===== src/rtl/float_arb_pkg.sv =====
// float_arb_pkg: shared state type and round-robin picker for float_unit_arbiter
package float_arb_pkg;
  localparam int MAX_REQ = 32;
  typedef enum logic {IDLE, ISSUE} state_t;
  // Iterates high-to-low so the nearest valid index after ptr wins.
  function automatic logic [MAX_REQ-1:0] rr_pick(input logic [MAX_REQ-1:0] valid, input int ptr, input int n);
    rr_pick = '0;
    for (int k = MAX_REQ - 1; k >= 0; k--) begin
      int idx;
      idx = (ptr + k >= n) ? ptr + k - n : ptr + k;
      if (k < n && valid[idx]) rr_pick = MAX_REQ'(1) << idx;
    end
  endfunction
endpackage


===== src/rtl/tag_fifo.sv =====
// tag_fifo: in-order queue of requester tags for ops in flight in the unit
module tag_fifo #(
  parameter int W = 2,
  parameter int DEPTH = 32,
  localparam int PW = $clog2(DEPTH),
  localparam int CW = $clog2(DEPTH + 1)
) (
  input  logic          aclk,
  input  logic          aresetn,
  input  logic          push,
  input  logic [W-1:0]  push_data,
  input  logic          pop,
  output logic [W-1:0]  head,
  output logic [CW-1:0] count,
  output logic          full,
  output logic          empty
);
  logic [W-1:0] mem_q [DEPTH];
  logic [PW-1:0] wr_q, rd_q;
  logic [CW-1:0] count_q;
  assign head = mem_q[rd_q];
  assign count = count_q;
  assign full = count_q == CW'(DEPTH);
  assign empty = count_q == '0;
  always_ff @(posedge aclk)
    if (push) mem_q[wr_q] <= push_data;
  always_ff @(posedge aclk)
    if (!aresetn) begin
      wr_q <= '0;
      rd_q <= '0;
      count_q <= '0;
    end else begin
      if (push) wr_q <= (wr_q == PW'(DEPTH - 1)) ? '0 : wr_q + 1'b1;
      if (pop) rd_q <= (rd_q == PW'(DEPTH - 1)) ? '0 : rd_q + 1'b1;
      count_q <= count_q + CW'(push) - CW'(pop);
    end
endmodule


===== src/rtl/float_unit_arbiter.sv =====
// float_unit_arbiter: round-robin sharing of one in-order pipelined FP unit among NUM_REQ requesters
module float_unit_arbiter
  import float_arb_pkg::*;
#(
  parameter int SIZE = 32,
  parameter int NUM_REQ = 4,
  parameter int MAX_OUTSTANDING = 32,
  localparam int TAG_W = $clog2(NUM_REQ),
  localparam int CNT_W = $clog2(MAX_OUTSTANDING + 1)
) (
  input  logic                    aclk,
  input  logic                    aresetn,
  input  logic [NUM_REQ*SIZE-1:0] req_a_tdata,
  input  logic [NUM_REQ*SIZE-1:0] req_b_tdata,
  input  logic [NUM_REQ-1:0]      req_tvalid,
  output logic [NUM_REQ-1:0]      req_tready,
  output logic [SIZE-1:0]         m_axis_a_tdata,
  output logic                    m_axis_a_tvalid,
  input  logic                    m_axis_a_tready,
  output logic [SIZE-1:0]         m_axis_b_tdata,
  output logic                    m_axis_b_tvalid,
  input  logic                    m_axis_b_tready,
  input  logic [SIZE-1:0]         s_axis_result_tdata,
  input  logic                    s_axis_result_tvalid,
  output logic                    s_axis_result_tready,
  output logic [SIZE-1:0]         rsp_tdata,
  output logic [NUM_REQ-1:0]      rsp_tvalid,
  input  logic [NUM_REQ-1:0]      rsp_tready,
  output logic [CNT_W-1:0]        outstanding,
  output logic                    err_orphan
);
  state_t state_q;
  logic a_done_q, b_done_q, err_q;
  logic [SIZE-1:0] a_q, b_q;
  logic [TAG_W-1:0] rr_q, rr_d, gidx, head;
  logic [MAX_REQ-1:0] pick;
  logic a_hs, b_hs, issue_done, grant_ok, grant, full, empty, pop;
  assign m_axis_a_tvalid = state_q == ISSUE && !a_done_q;
  assign m_axis_b_tvalid = state_q == ISSUE && !b_done_q;
  assign m_axis_a_tdata = a_q;
  assign m_axis_b_tdata = b_q;
  assign a_hs = m_axis_a_tvalid && m_axis_a_tready;
  assign b_hs = m_axis_b_tvalid && m_axis_b_tready;
  assign issue_done = state_q == ISSUE && (a_done_q || a_hs) && (b_done_q || b_hs);
  // A full FIFO blocks the grant even when a pop lands in the same cycle.
  assign grant_ok = aresetn && (state_q == IDLE || issue_done) && !full;
  assign pick = rr_pick(MAX_REQ'(req_tvalid), int'(rr_q), NUM_REQ);
  assign req_tready = grant_ok ? pick[NUM_REQ-1:0] : '0;
  assign grant = grant_ok && |req_tvalid;
  always_comb begin
    gidx = '0;
    for (int i = 0; i < MAX_REQ; i++) if (pick[i]) gidx = TAG_W'(i);
  end
  assign rr_d = (gidx == TAG_W'(NUM_REQ - 1)) ? '0 : gidx + 1'b1;
  // With no tag outstanding, results are drained and flagged as orphans.
  assign s_axis_result_tready = aresetn && (empty || rsp_tready[head]);
  assign rsp_tvalid = (!empty && s_axis_result_tvalid) ? NUM_REQ'(1) << head : '0;
  assign rsp_tdata = s_axis_result_tdata;
  assign pop = !empty && s_axis_result_tvalid && s_axis_result_tready;
  assign err_orphan = err_q;
  always_ff @(posedge aclk)
    if (!aresetn) begin
      state_q <= IDLE;
      a_done_q <= 1'b0;
      b_done_q <= 1'b0;
      rr_q <= '0;
      err_q <= 1'b0;
    end else begin
      if (grant) begin
        state_q <= ISSUE;
        a_done_q <= 1'b0;
        b_done_q <= 1'b0;
        a_q <= req_a_tdata[gidx*SIZE +: SIZE];
        b_q <= req_b_tdata[gidx*SIZE +: SIZE];
        rr_q <= rr_d;
      end else if (issue_done) begin
        state_q <= IDLE;
      end else begin
        a_done_q <= a_done_q || a_hs;
        b_done_q <= b_done_q || b_hs;
      end
      if (empty && s_axis_result_tvalid && s_axis_result_tready) err_q <= 1'b1;
    end
  tag_fifo #(.W(TAG_W), .DEPTH(MAX_OUTSTANDING)) u_tags (
    .aclk(aclk),
    .aresetn(aresetn),
    .push(grant),
    .push_data(gidx),
    .pop(pop),
    .head(head),
    .count(outstanding),
    .full(full),
    .empty(empty)
  );
endmodule


===== config.mk =====
export PLATFORM = sky130hd
export DESIGN_NAME = float_unit_arbiter
export DESIGN_NICKNAME = d
export VERILOG_FILES = /design/src/rtl/float_arb_pkg.sv /design/src/rtl/tag_fifo.sv /design/src/rtl/float_unit_arbiter.sv
export SDC_FILE = /design/constraint.sdc
export NUM_CORES = 1
export LEC_CHECK = 0
export BUFFER_PORTS_ARGS = -buffer_cell sky130_fd_sc_hd__buf_2
export CAP_MARGIN = 25
export CORE_MARGIN = 4
export CORE_UTILIZATION = 35
export DETAILED_ROUTE_END_ITERATION = 8
export GPL_TIMING_DRIVEN = 0
export SYNTH_ARGS = -nofsm -noshare
export SYNTH_HDL_FRONTEND = slang
export SYNTH_SLANG_ARGS = --single-unit

===== constraint.sdc =====
create_clock -name aclk -period 4.07 [get_ports aclk]
set_input_delay 0.407 -clock aclk [delete_from_list [all_inputs] [get_ports aclk]]
set_output_delay 0.407 -clock aclk [all_outputs]
set_load 0.1 [all_outputs]

* After elaboration in Yosys (flattened, before gate mapping)
Memory sizes are Yosys's and may differ from the RTL's. A register that Yosys moved wholly into a read port is not among the register bits. Index checks and enable logic that the tools add are counted.
Word-level totals: RAM bits 64, flip-flop bits (word level) 86, memories kept 1
Memories:
- u_tags.mem_q | words 32, width 2, rd ports 1, clocked after Yosys merged registers in 1, write ports 1, RTL line tag_fifo.sv:18 | logic [W-1:0] mem_q [DEPTH];
Operators by class: magnitude comparators 9, add/sub/neg operators 12, equality and inequality tests 4, bitwise logic cells 2, shift-type cells 7, muxes and demuxes 64, reduce and logical (&&, ||, !) cells 27
Operator list (number):
- $mux W32 | 8
- $shiftx A128 B8 Y32 | 2
- $lt A32 B7 Y1 const B | 4
- $shl A1 B32 Y32 const A | 4
- $ge A32 B4 Y1 const B | 3
- $sub A32 B4 Y32 const B | 3
- $mux W2 | 31
- $bmux W1 S5 | 4
- $mux W5 | 4
- $logic_and A1 B1 Y1 | 14
- $mux W1 | 14
- $add A5 B1 Y5 const B | 2
- $eq A5 B5 Y1 const B | 2
- $mux W4 | 2
- $add A2 B2 Y3 const B | 2
- $add A6 B1 Y6 | 1
- $eq A6 B6 Y1 const B | 1
- $logic_not A6 Y1 | 1
- $sub A6 B1 Y6 | 1
- $logic_not A1 Y1 | 4
- $logic_or A1 B1 Y1 | 4
- $reduce_or A4 Y1 | 1
- $shl A1 B2 Y4 const A | 1
- $sub A2 B3 Y4 const B | 1
- other kinds (10) | 11

* Logic depth before layout (Yosys ltp)
depth after elaboration 43, mapped depth 21, mapped depth without buffers 18

* Hierarchy
From an unflattened synthesis, not the netlist that was laid out.
Unflattened totals: cells, all modules 955, area, all modules 10075.9 um^2
Modules (own cells, without submodules):
- float_unit_arbiter | area an instance 6304.8 um^2, times used 1, cells each 668
- tag_fifo | area an instance 3771.1 um^2, times used 1, cells each 287

* Worst setup path before layout
No wires, ideal clock.
path kind reg2out, start point register u_tags.count_q[2] (netlist: u_tags.count[2]), end point output rsp_tvalid[2], stages on the path, launching flop included 6, arrival time 4.662 ns, data required time 3.663 ns, path slack -0.999 ns, buffers on the path 0, cells stage by stage dfxtp_1 > inv_1 > ha_1 > and3_1 > nand2b_1 > nor4_1
On the way: cells in the longest elaborated chain, start to end 4
Ends and longest elaborated chain:
- start: declaration | RTL line tag_fifo.sv:20 | logic [CW-1:0] count_q;
- start signal: assignment | RTL line tag_fifo.sv:35 | count_q <= count_q + CW'(push) - CW'(pop);
- $logic_not A6 Y1 | RTL line tag_fifo.sv:24 | assign empty = count_q == '0;
- $logic_not A1 Y1 | RTL line float_unit_arbiter.sv:57 | assign rsp_tvalid = (!empty && s_axis_result_tvalid) ? NUM_REQ'(1) << head : '0;
- $logic_and A1 B1 Y1 | RTL line float_unit_arbiter.sv:57
- $mux W4 | RTL line float_unit_arbiter.sv:57
- end: declaration | RTL line float_unit_arbiter.sv:27 | output logic [NUM_REQ-1:0] rsp_tvalid,
No other way between the ends.

* Final worst setup path
start point register rr_q[1], end point output req_tready[3]
On the way: cells in the longest elaborated chain, start to end 11, elaborated cells on any way between the ends 36, those cells by class add/sub: 7; order compare: 4; shift: 4; mux: 21
Ends and longest elaborated chain:
- start: declaration | RTL line float_unit_arbiter.sv:35 | logic [TAG_W-1:0] rr_q, rr_d, gidx, head;
- start signal: assignment | RTL line float_unit_arbiter.sv:75 | rr_q <= rr_d;
- $add A2 B2 Y3 | RTL line float_arb_pkg.sv:10 | idx = (ptr + k >= n) ? ptr + k - n : ptr + k;
- $sub A32 B4 Y32 / $ge A32 B4 Y1 (equally long branches) | RTL line float_arb_pkg.sv:10
- $mux W32 | RTL line float_arb_pkg.sv:10
- $bmux W1 S5 | RTL line float_arb_pkg.sv:11 | if (k < n && valid[idx]) rr_pick = MAX_REQ'(1) << idx;
- $mux W1 (implied by the code) (2 in a row) | RTL line float_arb_pkg.sv:11
- $mux W32 (3 in a row) | RTL line float_arb_pkg.sv:11
- $mux W32 (*) | RTL line float_arb_pkg.sv:11
- $mux W4 (*) | RTL line float_unit_arbiter.sv:48 | assign req_tready = grant_ok ? pick[NUM_REQ-1:0] : '0;
- end: declaration | RTL line float_unit_arbiter.sv:16 | output logic [NUM_REQ-1:0] req_tready,
Every way passes the cells marked *; elsewhere a longest branch is shown, timed or not. The select of a mux whose other input is x is not followed.

==> out/results.ini <==
[outcome]
status=completed

[place]
gp_congestion=0.911
dpl.hpwl_mm=28.4
numPortBuffers=382

[route]
via_per_inst=5.05
routed_wl_mm=35.7
wl_per_cell_um=21.1
ant_nets=0
drcViolationCount=0
drtIter0Drc=391
vias=8574
first_pass_iters=5

[synth]
synth_edf_count=128
ys.flop_type=edfxtp_1
yosysUniqueCellTypes=60
syn_avg_cell_area_um2=9.71
postSynthCellCount=942
ys_warn_count=0
synth.net_count=1269
seq_area_frac_synth_pct=47.9
synth_seq_cells=155
synth_area_mm2=0.00915
async_reset_ff_share_pct=0

[die]
die_w_um=170
rows=58
die_y_um=170
dieArea_mm2=0.0288
io_pins=415
initial_core_util_pct=35.9
core-area_mm2=0.0255

[worst_setup_path]
crit_type=reg -> out
cp.required_ns=3.66
critical_path.max_stage_delay_ns=0.41
worstSetupEndpointType=output pin
crit_family=buffers and inverters
crit_fanout=10
startpoint_type=flop
path_cells=clkbuf_2 -> inv_1 -> ha_1 -> mux4_2 -> nand2_1 -> o311a_1 -> o31ai_4 -> clkbuf_4 -> buf_4 -> nor2b_1 -> buf_6
crit_slowest_cell=dfxtp_1
crit_arrival_ns=3.46
critPathBufInv=5

[finish]
area_growth_pct=32.5
fin_util_pct=47.6
fin_nets=1674
final_layout_size_suffix_gt1_share_pct=40.7

[clock_tree]
clock-root-buffer=clkbuf_16
path_clk_slew_ns=0.07
cts_max_path_buffers=2
clk_latency_ns=0.41
cts_buffers=17
cts.htree.levels=4
cts_sinks=155
cts_tree=yes

[timing]
finalSetupViolCount=0
clock_skew_ns=0.0132
drv_slew=0
finalHoldViolations=0
min_period_ns=3.87
max_slew.worst_pin.slew_ns=0.935
fin_crit_sh_pct=95.0
timing.slew.headroom_pct=37.7
fmax_ghz=0.259

[global_route]
grt_usage_pct=23.5
grt_pass1_wl_mm=51.1
grt_pass1_vias=8475
grt_start_max_net_pins=65
antenna_found_initial=16
grt.overflow.total=0

[run]
cap_viol_max_count=0

[worst_hold_path]
hold_class=in -> reg

==> layout make-up <==
| cell class | instances | area, µm² |
|---|---|---|
| Multi-Input combinational cell | 678 | 4190 |
| Timing Repair Buffer | 386 | 1960 |
| Clock buffer | 22 | 454 |
| Sequential cell | 155 | 4380 |
| Antenna cell | 7 | 17.5 |
| Buffer | 86 | 559 |
| Tap cell | 330 | 413 |
| Fill cell | 2501 | 13300 |
| Clock inverter | 10 | 62.6 |
| Inverter | 23 | 88.8 |
==> kinds of logic after synthesis <==
group	after synthesis	share of synthesized area (%)
simple gates	477	23.1
flops	155	47.9
compound gates	132	13.4
buf+inv	109	6.93
mux	40	4.70
fa+ha+maj	26	3.64
xor+xnor	3	0.287
==> routing by layer <==
layer / vias up / track usage [%] / wire length (µm)
met3: 71 / 7.06 / 2690
met2: 296 / 40.2 / 18200
met5: - / 0 / 109
li1: 4105 / - / -
met4: 18 / 8.19 / 965
met1: 4084 / 28.2 / 13800
==> state kept, by name, indices dropped and copies added, names as in the netlist, 2 cells and up, named ones only <==
signal	flops
rr_q	2
u_tags.rd_q	5
u_tags.mem_q	64
m_axis_b_tdata	32
u_tags.count	6
m_axis_a_tdata	32
u_tags.wr_q	5
==> worst paths after layout <==
| kind | start | end | slack [ns] | cells after the start |
|---|---|---|---|---|
| worst min register to register | err_orphan | err_orphan | 0.49 | 2 |
| worst max register to register | flop | u_tags.count[4] | 0.31 | 21 |
| worst min-delay path | req_a_tdata[106] | m_axis_a_tdata[10] | 0.26 | 3 |
| worst max-delay path | rr_q[1] | req_tready[3] | 0.20 | 11 |
==> through the flow <==
stage | hold slack [ns] | std cells | worst slack [ns] | instance area, µm² | setup TNS [ns]
2_1_floorplan | 0.458 | 942 | 0.0333 | 9170 | 0
3_3_place_gp | 0.467 | 1654 | -0.468 | 11500 | -33.73
3_5_place_dp | 0.478 | 1655 | -0.567 | 11500 | -10.72
4_1_cts | 0.243 | 1688 | 0.0232 | 12100 | 0
5_1_grt | 0.252 | 1697 | -0.00730 | 12100 | -0.00730
6_report | 0.261 | 1697 | 0.202 | 12100 | 0
==> repair_timing <==
item | 4_1_cts | 5_1_grt
setup buffers | 1 | 2
hold buffers | 0 | 0
pin swaps | 0 | 3
setup endpoints to repair | 53 | 8
resized for setup | 9 | 13
==> Yosys cell counts, types with 5 or more instances <==
cell type    n  area (µm²)
a21boi_0     5        37.5
a21oi_1     14        70.1
a22oi_1      8        60.1
and2_1       8        50.1
and3_1      70         438
buf_2       18        90.1
buf_4       34         255
buf_6       10         113
clkbuf_1    21        78.8
dfxtp_1     27         541
edfxtp_1   128        3840
ha_1        25         313
inv_1       21        78.8
mux2i_1     37         370
nand2_1    229         860
nand2b_1     6        37.5
nand3_1     14        70.1
nand3b_1     5        37.5
nor2_1     116         435
nor2b_1     12        75.1
o21ai_0      5        25.0
o31ai_1     14         105
o31ai_2     50         626
==> worst reg2reg max path: stages, from the launching register on <==
cell and delay [ns]:
dfxtp_1 0.30, buf_2 0.19, buf_6 0.22, buf_6 0.22
mux2i_1 0.26, a22oi_1 0.13, nand3_1 0.15, nand2_2 0.15
nor2_4 0.20, a211oi_1 0.10, o21ai_2 0.19, inv_1 0.07
ha_1 0.27, inv_1 0.04, ha_1 0.18, inv_1 0.07
fa_1 0.19, inv_1 0.05, a21oi_1 0.15, nor2_1 0.07
or3_1 0.29, and3_1 0.18
==> layout by cell type, fill, tap and decap left out, types with 5 or more instances in the layout <==
cell / n
a21boi_0: 5
a21oi_1: 13
a22oi_1: 8
and2_1: 8
and3_1: 70
buf_2: 396
buf_4: 38
buf_6: 12
clkbuf_1: 23
clkbuf_16: 17
dfxtp_1: 27
diode_2: 7
edfxtp_1: 128
ha_1: 25
inv_1: 20
inv_4: 6
mux2i_1: 37
nand2_1: 227
nand2b_1: 5
nand3_1: 14
nand3b_1: 5
nor2_1: 115
nor2b_1: 12
o21ai_0: 5
o31ai_1: 14
o31ai_2: 50
Power is not shown: default switching activity piles up to over one toggle a cycle in this logic, so the estimate is an artifact.
